$ cat config.mk
export PLATFORM = sky130hd
export DESIGN_NAME = piece_sprite_fetch
export DESIGN_NICKNAME = d
export VERILOG_FILES = /design/src/rtl/piece_sprite_fetch.sv
export SDC_FILE = /design/constraint.sdc
export NUM_CORES = 1
export LEC_CHECK = 0
export BUFFER_PORTS_ARGS = -buffer_cell sky130_fd_sc_hd__buf_2
export CAP_MARGIN = 20
export CORE_UTILIZATION = 29
export CTS_BUF_LIST = sky130_fd_sc_hd__clkbuf_16
export CTS_CLUSTER_SIZE = 14
export DETAILED_ROUTE_END_ITERATION = 8
export MAX_ROUTING_LAYER = met4
export SKIP_LAST_GASP = 1
export SLEW_MARGIN = 25
export SYNTH_ARGS = -nofsm -noshare
export SYNTH_HDL_FRONTEND = slang
export SYNTH_SLANG_ARGS = --single-unit
$ cat constraint.sdc
create_clock -name Clk -period 8.3 [get_ports Clk]
set_input_delay 2.075 -clock Clk [delete_from_list [all_inputs] [get_ports Clk]]
set_output_delay 2.075 -clock Clk [all_outputs]
set_load 0.02 [all_outputs]
$ cat src/rtl/piece_sprite_fetch.sv
// Board-square lookup and piece-sprite fetch for the pixel pipeline; 3-cycle latency.
// Optional `BOARD_FLIP_EN adds a `flip` input that rotates the board view by 180 degrees.
module piece_sprite_fetch #(
    parameter int BOARD_X0 = 80,
    parameter int BOARD_Y0 = 0,
    parameter int SQ_SIZE  = 60,
    parameter int ROM_AW   = 16
) (
    input  logic              Clk,
    input  logic              Reset,
`ifdef BOARD_FLIP_EN
    input  logic              flip,
`endif
    input  logic              pix_valid,
    input  logic [9:0]        DrawX,
    input  logic [9:0]        DrawY,
    output logic [5:0]        board_addr,
    input  logic [3:0]        board_data,
    output logic [ROM_AW-1:0] rom_addr,
    input  logic [3:0]        rom_data,
    output logic              pix_valid_out,
    output logic [3:0]        pal_index,
    output logic              piece_present,
    output logic              square_light,
    output logic              in_board
);

    // Stage 0 (combinational)
    logic [10:0] x_rel, y_rel, x_off, y_off;
    logic [2:0]  col, row;
    logic [5:0]  x_in0, y_in0, sq_idx;
    logic        in_board0, flip0;

    // Pipeline registers
    logic       s1_valid_d, s1_valid_q, s1_in_board_d, s1_in_board_q, s1_light_d, s1_light_q;
    logic [5:0] s1_x_in_d, s1_x_in_q, s1_y_in_d, s1_y_in_q;
    logic       s2_valid_d, s2_valid_q, s2_in_board_d, s2_in_board_q;
    logic       s2_light_d, s2_light_q, s2_present_d, s2_present_q;
    logic       out_valid_d, out_valid_q, out_in_board_d, out_in_board_q;
    logic       out_light_d, out_light_q, out_present_d, out_present_q;
    logic [3:0] out_pal_d, out_pal_q;

    logic        code_ok;
    logic [31:0] rom_sum;

`ifdef BOARD_FLIP_EN
    assign flip0 = flip;
`else
    assign flip0 = 1'b0;
`endif

    always_comb begin
        // A pixel left/above the board wraps to a large relative value and fails the range test.
        x_rel     = {1'b0, DrawX} - 11'(BOARD_X0);
        y_rel     = {1'b0, DrawY} - 11'(BOARD_Y0);
        in_board0 = (x_rel < 11'(8 * SQ_SIZE)) && (y_rel < 11'(8 * SQ_SIZE));
        col   = '0;
        row   = '0;
        x_off = '0;
        y_off = '0;
        for (int unsigned k = 1; k < 8; k++) begin
            if (x_rel >= 11'(k * SQ_SIZE)) begin
                col   = col + 3'd1;
                x_off = 11'(k * SQ_SIZE);
            end
            if (y_rel >= 11'(k * SQ_SIZE)) begin
                row   = row + 3'd1;
                y_off = 11'(k * SQ_SIZE);
            end
        end
        x_in0  = 6'(x_rel - x_off);
        y_in0  = 6'(y_rel - y_off);
        sq_idx = {row, col};

        board_addr = '0;
        if (in_board0 && !Reset)
            board_addr = flip0 ? (6'd63 - sq_idx) : sq_idx;
    end

    always_comb begin
        s1_valid_d    = pix_valid;
        s1_in_board_d = pix_valid & in_board0;
        s1_light_d    = pix_valid & in_board0 & ~(row[0] ^ col[0]);
        s1_x_in_d     = x_in0;
        s1_y_in_d     = y_in0;

        // Codes 13..15 are treated as empty squares.
        code_ok = (board_data != 4'd0) && (board_data <= 4'd12);
        rom_sum = '0;
        if (code_ok && s1_in_board_q)
            rom_sum = 32'(board_data - 4'd1) * 32'(SQ_SIZE * SQ_SIZE)
                    + 32'(s1_y_in_q) * 32'(SQ_SIZE) + 32'(s1_x_in_q);
        rom_addr = ROM_AW'(rom_sum);

        s2_valid_d    = s1_valid_q;
        s2_in_board_d = s1_in_board_q;
        s2_light_d    = s1_light_q;
        s2_present_d  = code_ok & s1_in_board_q;

        out_valid_d    = s2_valid_q;
        out_in_board_d = s2_in_board_q;
        out_light_d    = s2_light_q;
        out_present_d  = s2_present_q;
        out_pal_d      = s2_present_q ? rom_data : '0;
    end

    always_ff @(posedge Clk or posedge Reset) begin
        if (Reset) begin
            s1_valid_q     <= 1'b0;
            s1_in_board_q  <= 1'b0;
            s1_light_q     <= 1'b0;
            s1_x_in_q      <= '0;
            s1_y_in_q      <= '0;
            s2_valid_q     <= 1'b0;
            s2_in_board_q  <= 1'b0;
            s2_light_q     <= 1'b0;
            s2_present_q   <= 1'b0;
            out_valid_q    <= 1'b0;
            out_in_board_q <= 1'b0;
            out_light_q    <= 1'b0;
            out_present_q  <= 1'b0;
            out_pal_q      <= '0;
        end else begin
            s1_valid_q     <= s1_valid_d;
            s1_in_board_q  <= s1_in_board_d;
            s1_light_q     <= s1_light_d;
            s1_x_in_q      <= s1_x_in_d;
            s1_y_in_q      <= s1_y_in_d;
            s2_valid_q     <= s2_valid_d;
            s2_in_board_q  <= s2_in_board_d;
            s2_light_q     <= s2_light_d;
            s2_present_q   <= s2_present_d;
            out_valid_q    <= out_valid_d;
            out_in_board_q <= out_in_board_d;
            out_light_q    <= out_light_d;
            out_present_q  <= out_present_d;
            out_pal_q      <= out_pal_d;
        end
    end

    assign pix_valid_out = out_valid_q;
    assign pal_index     = out_pal_q;
    assign piece_present = out_present_q;
    assign square_light  = out_light_q;
    assign in_board      = out_in_board_q;

endmodule

# Word-level counts from Yosys, hierarchy flattened
# Cells that the tools add are included.
# totals
reg_bits,27
output_inout_bits,30
elab_cells,93
# classes
addsub,18
mul,2
order_cmp,17
muxes,31
n_bitwise,5
reduce_logical,6
# ops
op,n
two-way mux 6 bit,15
adder 3 x 1 -> 3 bit (second input constant),12
two-way mux 3 bit,12
>= comparator 11 x 9 -> 1 bit (second input constant),3
multiplier 32 x 8 -> 12 bit (second input constant),1
>= comparator 10 x 9 -> 1 bit (second input constant),3
>= comparator 11 x 8 -> 1 bit (second input constant),2
>= comparator 10 x 8 -> 1 bit (second input constant),2
adder 16 x 12 -> 16 bit,1
adder 16 x 6 -> 16 bit,1
two-way mux 16 bit,1
subtractor 6 bit,2
>= comparator 11 x 6 -> 1 bit (second input constant),1
>= comparator 11 x 7 -> 1 bit (second input constant),1
< comparator 11 x 9 -> 1 bit (second input constant),1
subtractor 10 x 7 -> 11 bit (second input constant),1
>= comparator 10 x 6 -> 1 bit (second input constant),1
>= comparator 10 x 7 -> 1 bit (second input constant),1
< comparator 10 x 9 -> 1 bit (second input constant),1
multiplier 6 x 4 -> 10 bit (second input constant),1
subtractor 4 x 1 -> 5 bit (second input constant),1
less-or-equal comparator 4 bit (second input constant),1
logical AND 1 bit,4
two-way mux 4 bit,1
6 further kinds,9

# Logic depth before layout (Yosys ltp)
# logic_depth
depth_word,18
mapped_depth,21
ltp_nobuf,20

# Worst setup path before layout
# Ideal clock, no wire load.
# synth_timing
kind,input port to output port
startpoint,in DrawX[4]
endpoint,out board_addr[2]
arrival_ns,6.261
t_required_ns,6.225
path_slack_ns,-0.036
cell_stages,20
cell_sequence,inv_1 -> ha_1 -> nor2b_1 -> o21ai_1 -> nand2_1 -> nor4_1 -> inv_1 -> ha_1 -> xnor2_1 -> ha_1 -> o21a_1 -> ha_1 -> xnor2_1 -> mux2i_1 -> ha_1 -> o211ai_1 -> xor2_1 -> a31o_2 -> nand3_1 -> nor3b_1
# synth_via
elab_chain_cells,16
elab_cells_between_ends,25
cone_classes,add/sub (7); order compare (8); mux (8); reduce/logical (2)
# synth_rtl
element,line_no,text
"start, declared",15,"input logic [9:0] DrawX,"
subtractor 10 x 7 -> 11 bit *,54,"x_rel = {1'b0, DrawX} - 11'(BOARD_X0);"
>= comparator 11 x 6 -> 1 bit,62,if (x_rel >= 11'(k * SQ_SIZE)) begin
two-way mux 1 bit,62,
adder 3 x 1 -> 3 bit,63,col = col + 3'd1;
two-way mux 3 bit,62,
adder 3 x 1 -> 3 bit,63,
two-way mux 3 bit,62,
adder 3 x 1 -> 3 bit,63,
two-way mux 3 bit,62,
adder 3 x 1 -> 3 bit,63,
two-way mux 3 bit,62,
adder 3 x 1 -> 3 bit,63,
two-way mux 3 bit,62,
adder 3 x 1 -> 3 bit,63,
two-way mux 3 bit,62,
two-way mux 6 bit *,76,if (in_board0 && !Reset)
"end, declared",17,"output logic [5:0] board_addr,"
# Every way passes the cells marked *; elsewhere a longest branch is shown, timed or not.

# Worst setup path in the final report
# Same ends and word-level chain as after synthesis.

==> key figures <==
Place
  • Dpl hpwl: about 7400 um
  • GPL Wtd Cong: roughly 0.87
  • Port bufs: 60

Logic synthesis
  • Synth cell types: 59
  • Synth Instances: 453
  • Most common flop cell mapped by yosys: dfrtp_1
  • Yosys Warn Count: 0
  • Syn Nets: around 570
  • Netlist Area Pre-Place: 0.00399 mm2
  • Synth Register Bits: 27
  • Syn Area/Cell: 8.81 um2
  • EDFF count, synth: 0
  • Share of the synthesized area in the top cell type: 22.3%
  • Most area-consuming cells after synthesis: ha_1 (22%), dfrtp_1 (17%), fa_1 (9.0%)
  • Register area share after synthesis: roughly 17%
  • Ys async rst share: 100%
  • Post-synth top area cell: ha_1

Floorplanning
  • I/O pins: just over 60
  • Initial Util: between 20% and 30%
  • Placeable Area: approximately 0.013 mm2
  • Die ar.: 0.0142 mm2
  • Die Width: approximately 120 um
  • Die Span Y: ~120 um
  • Row count: 42

Finish
  • Layout cells sized above 1: 23.4%
  • Leading cell types in the layout, fill and taps excluded: ha_1 (67), inv_1 (59), buf_2 (59), nand2_1 (30), nor2_1 (30)
  • Leading cell type in the layout, fill and taps excluded: ha_1
  • Area grow syn2layout: 21.0%
  • Ant. Diodes: 0
  • Nets: 651

Power and ir drop
  • Clock share of power: under 10%
  • LEAKAGE: between 2 and 2.5 nW
  • Power per Cell Area: around 280 mW/mm2
  • Internal: 693 uW
  • Switching share of power: 48.5%
  • Combinational share of power: 80.7%
  • Peak supply drop: 0.187 mV
  • Pwr Total: 1.35 mW
  • Switching pwr: 653 uW
  • Reg power frac: 11.4%

Outcome
  • Status: finished clean

GRT
  • First-pass GRT wire length: 14800 um
  • Gr ovfl total: 0
  • Met3 GRT Util: 1.48%
  • Met1 usage: 16.0%
  • Vias in the first global route: 3365
  • Largest net degree at the start of global routing: 29
  • Met2 GRT Util: 22.2%
  • Initial antenna violation count: 0
  • Top Usage Layer GRT: met2
  • Total Routing Usage GR: 12.8%

STA
  • Slew margin rel.: 63.0%
  • Final Critical Period: between 8000 and 9000 ps
  • Achievable Freq: 0.123 GHz
  • Clock Skew: 1.44 ps
  • Slew Viols, Final: 0
  • Final setup fails: 0
  • Final Hold Vio Count: 0
  • Setup TNS: 0 ps
  • Period utilization: 98.2%
  • RSZ-0062 raised after global routing: true
  • Least-Margin Pin Slew: between 500 and 600 ps

Route
  • Avg WL per Cell: 12.4 um
  • Final WL: 8770 um
  • Detailed Route Iter0 Violations: 74
  • Antenna Nets Post-Route: 0
  • Total number of vias: 3322
  • First-pass detailed-route iteration total: 4
  • Routed vias/inst: 4.71
  • Drt drc: 0

Critical path
  • Max incr delay on CP: ~350 ps
  • Crit path launch type: input pin
  • Crit-path max FO: 4
  • Worst Path Required: 6230 ps
  • CP Cell Sequence: buf_2, inv_1, ha_1, buf_4, xor2_1, nor3_1, a211o_1, ha_1, or2b_2, ha_1, o21a_1, ha_4, xnor2_2, mux2i_1, ha_2, o211ai_1, xor2_1, a31o_2, nand3_1, nor3b_2, buf_4
  • Worst setup EP type: output pin
  • Critical path type: in2out
  • Cell mode on critical path: ha_1
  • Slowest CP cell: a211o_1
  • WP data arrival: just over 6000 ps

Min path
  • Hold Crit Class: reg2reg

Clock tree
  • CTS Hold Bufs: 0
  • Clk sinks: 27
  • Worst-case clock buffer depth: 2
  • CTS Buf Count: 3
  • CTS tree: done
  • Root buf cell: clkbuf_16
  • Worst skew pair latency: ~250 ps
  • CTS clk-pin slew, worst paths: roughly 60 ps
  • Htree depth: 1

Job
  • Max-cap check violation count: 0
synthesized netlist by cell type, drive strengths merged, types with 10 or more instances:
master,instances
nand2,30
ha,71
xor2,20
a21o,12
and2,10
a21oi,26
xnor2,30
nor2,30
dfrtp,27
o21ai,17
inv,61
fa,18
logic make-up (layout without fill, tap and decap cells):
| kind of cell | Yosys count | in the layout | synth area share, % |
|---|---|---|---|
| adders and majority gates | 89 | 89 | 31.3 |
| muxes | 8 | 8 | 2.10 |
| xor gates and xnor gates | 50 | 50 | 11.2 |
| AOI/OAI and AO/OA | 99 | 99 | 17.2 |
| DFF | 27 | 27 | 16.9 |
| and+or+nand+nor | 113 | 113 | 15.0 |
| buffers and inverters | 67 | 144 | 6.30 |
critical path: cells and delay by family:
kind / cells / cell delay [ps]
AO/OA/AOI/OAI: 4 / 940
AND/OR/NAND/NOR: 4 / 640
buffers and inverters: 4 / 500
adder cells (fa/ha/maj): 5 / 1170
multiplexers: 1 / 160
XOR/XNOR: 3 / 580
sequential cells by signal (all words and copies together), names as in the netlist:
name / count
out_valid_d: 1
s1_valid_q: 1
s1_in_board_q: 1
out_light_d: 1
s1_x_in_q: 6
s1_light_q: 1
pix_valid_out: 1
square_light: 1
in_board: 1
s1_y_in_q: 6
pal_index: 4
piece_present: 1
out_present_d: 1
out_in_board_d: 1
layer usage:
metal  up-vias  share of wire (%)
li1       1697                  -
met3         9                3.8
met4         0               0.89
met5         -                  0
met2        63                 49
met1      1553                 47
path summary, 6_finish.rpt:
check	cells past startpoint	startpoint	slack, ps	endpoint
max	21	DrawX[4]	150	board_addr[2]
min	0	s1_light_q$_DFF_PP0_	350	out_light_d$_DFF_PP0_
max reg2reg	3	s1_in_board_q$_DFF_PP0_	7320	out_present_d$_DFF_PP0_
min reg2reg	0	s1_light_q$_DFF_PP0_	350	out_light_d$_DFF_PP0_
max in group asynchronous	3	Reset	6170	s1_y_in_q[4]$_DFF_PP0_
min in group asynchronous	3	Reset	1870	s1_x_in_q[1]$_DFF_PP0_
repair_timing:
action                     CTS  global route
resized for setup            0            22
setup endpoints to repair    0             6
hold endpoints to repair     0             0
setup buffers                0             2
power groups by stage:
stage	clock (mW)	combinational, mW	sequential, mW
2_1_floorplan	0	0.844	0.157
3_3_place_gp	0	1.03	0.156
3_5_place_dp	0	1.05	0.157
4_1_cts	0.111	1.07	0.154
5_1_grt	0.115	1.24	0.156
6_report	0.106	1.09	0.154
per-stage QoR:
| stage | hold slack [ps] | area, um2 | std cells | util [%] | worst slack [ps] |
|---|---|---|---|---|---|
| 2_1_floorplan | 331 | 4000 | 453 | - | 170 |
| 3_3_place_gp | 334 | 4620 | 700 | 34.6 | 108 |
| 3_5_place_dp | 336 | 4620 | 700 | 34.6 | 32.5 |
| 4_1_cts | 351 | 4700 | 704 | 35.2 | 6.72 |
| 5_1_grt | 359 | 4830 | 706 | 36.2 | -97.8 |
| 6_report | 348 | 4830 | 706 | 36.2 | 146 |
layout make-up:
| type | instances | area (um2) |
|---|---|---|
| timing repair buffer | 79 | 445 |
| multi-input combinational | 359 | 3180 |
| sequential | 27 | 676 |
| inverter | 61 | 229 |
| clock inverter | 1 | 5.00 |
| fill | 1411 | 8520 |
| tap | 176 | 220 |
| clock buffer | 3 | 75.1 |
Note: power is estimated with default switching activity, not from simulation.
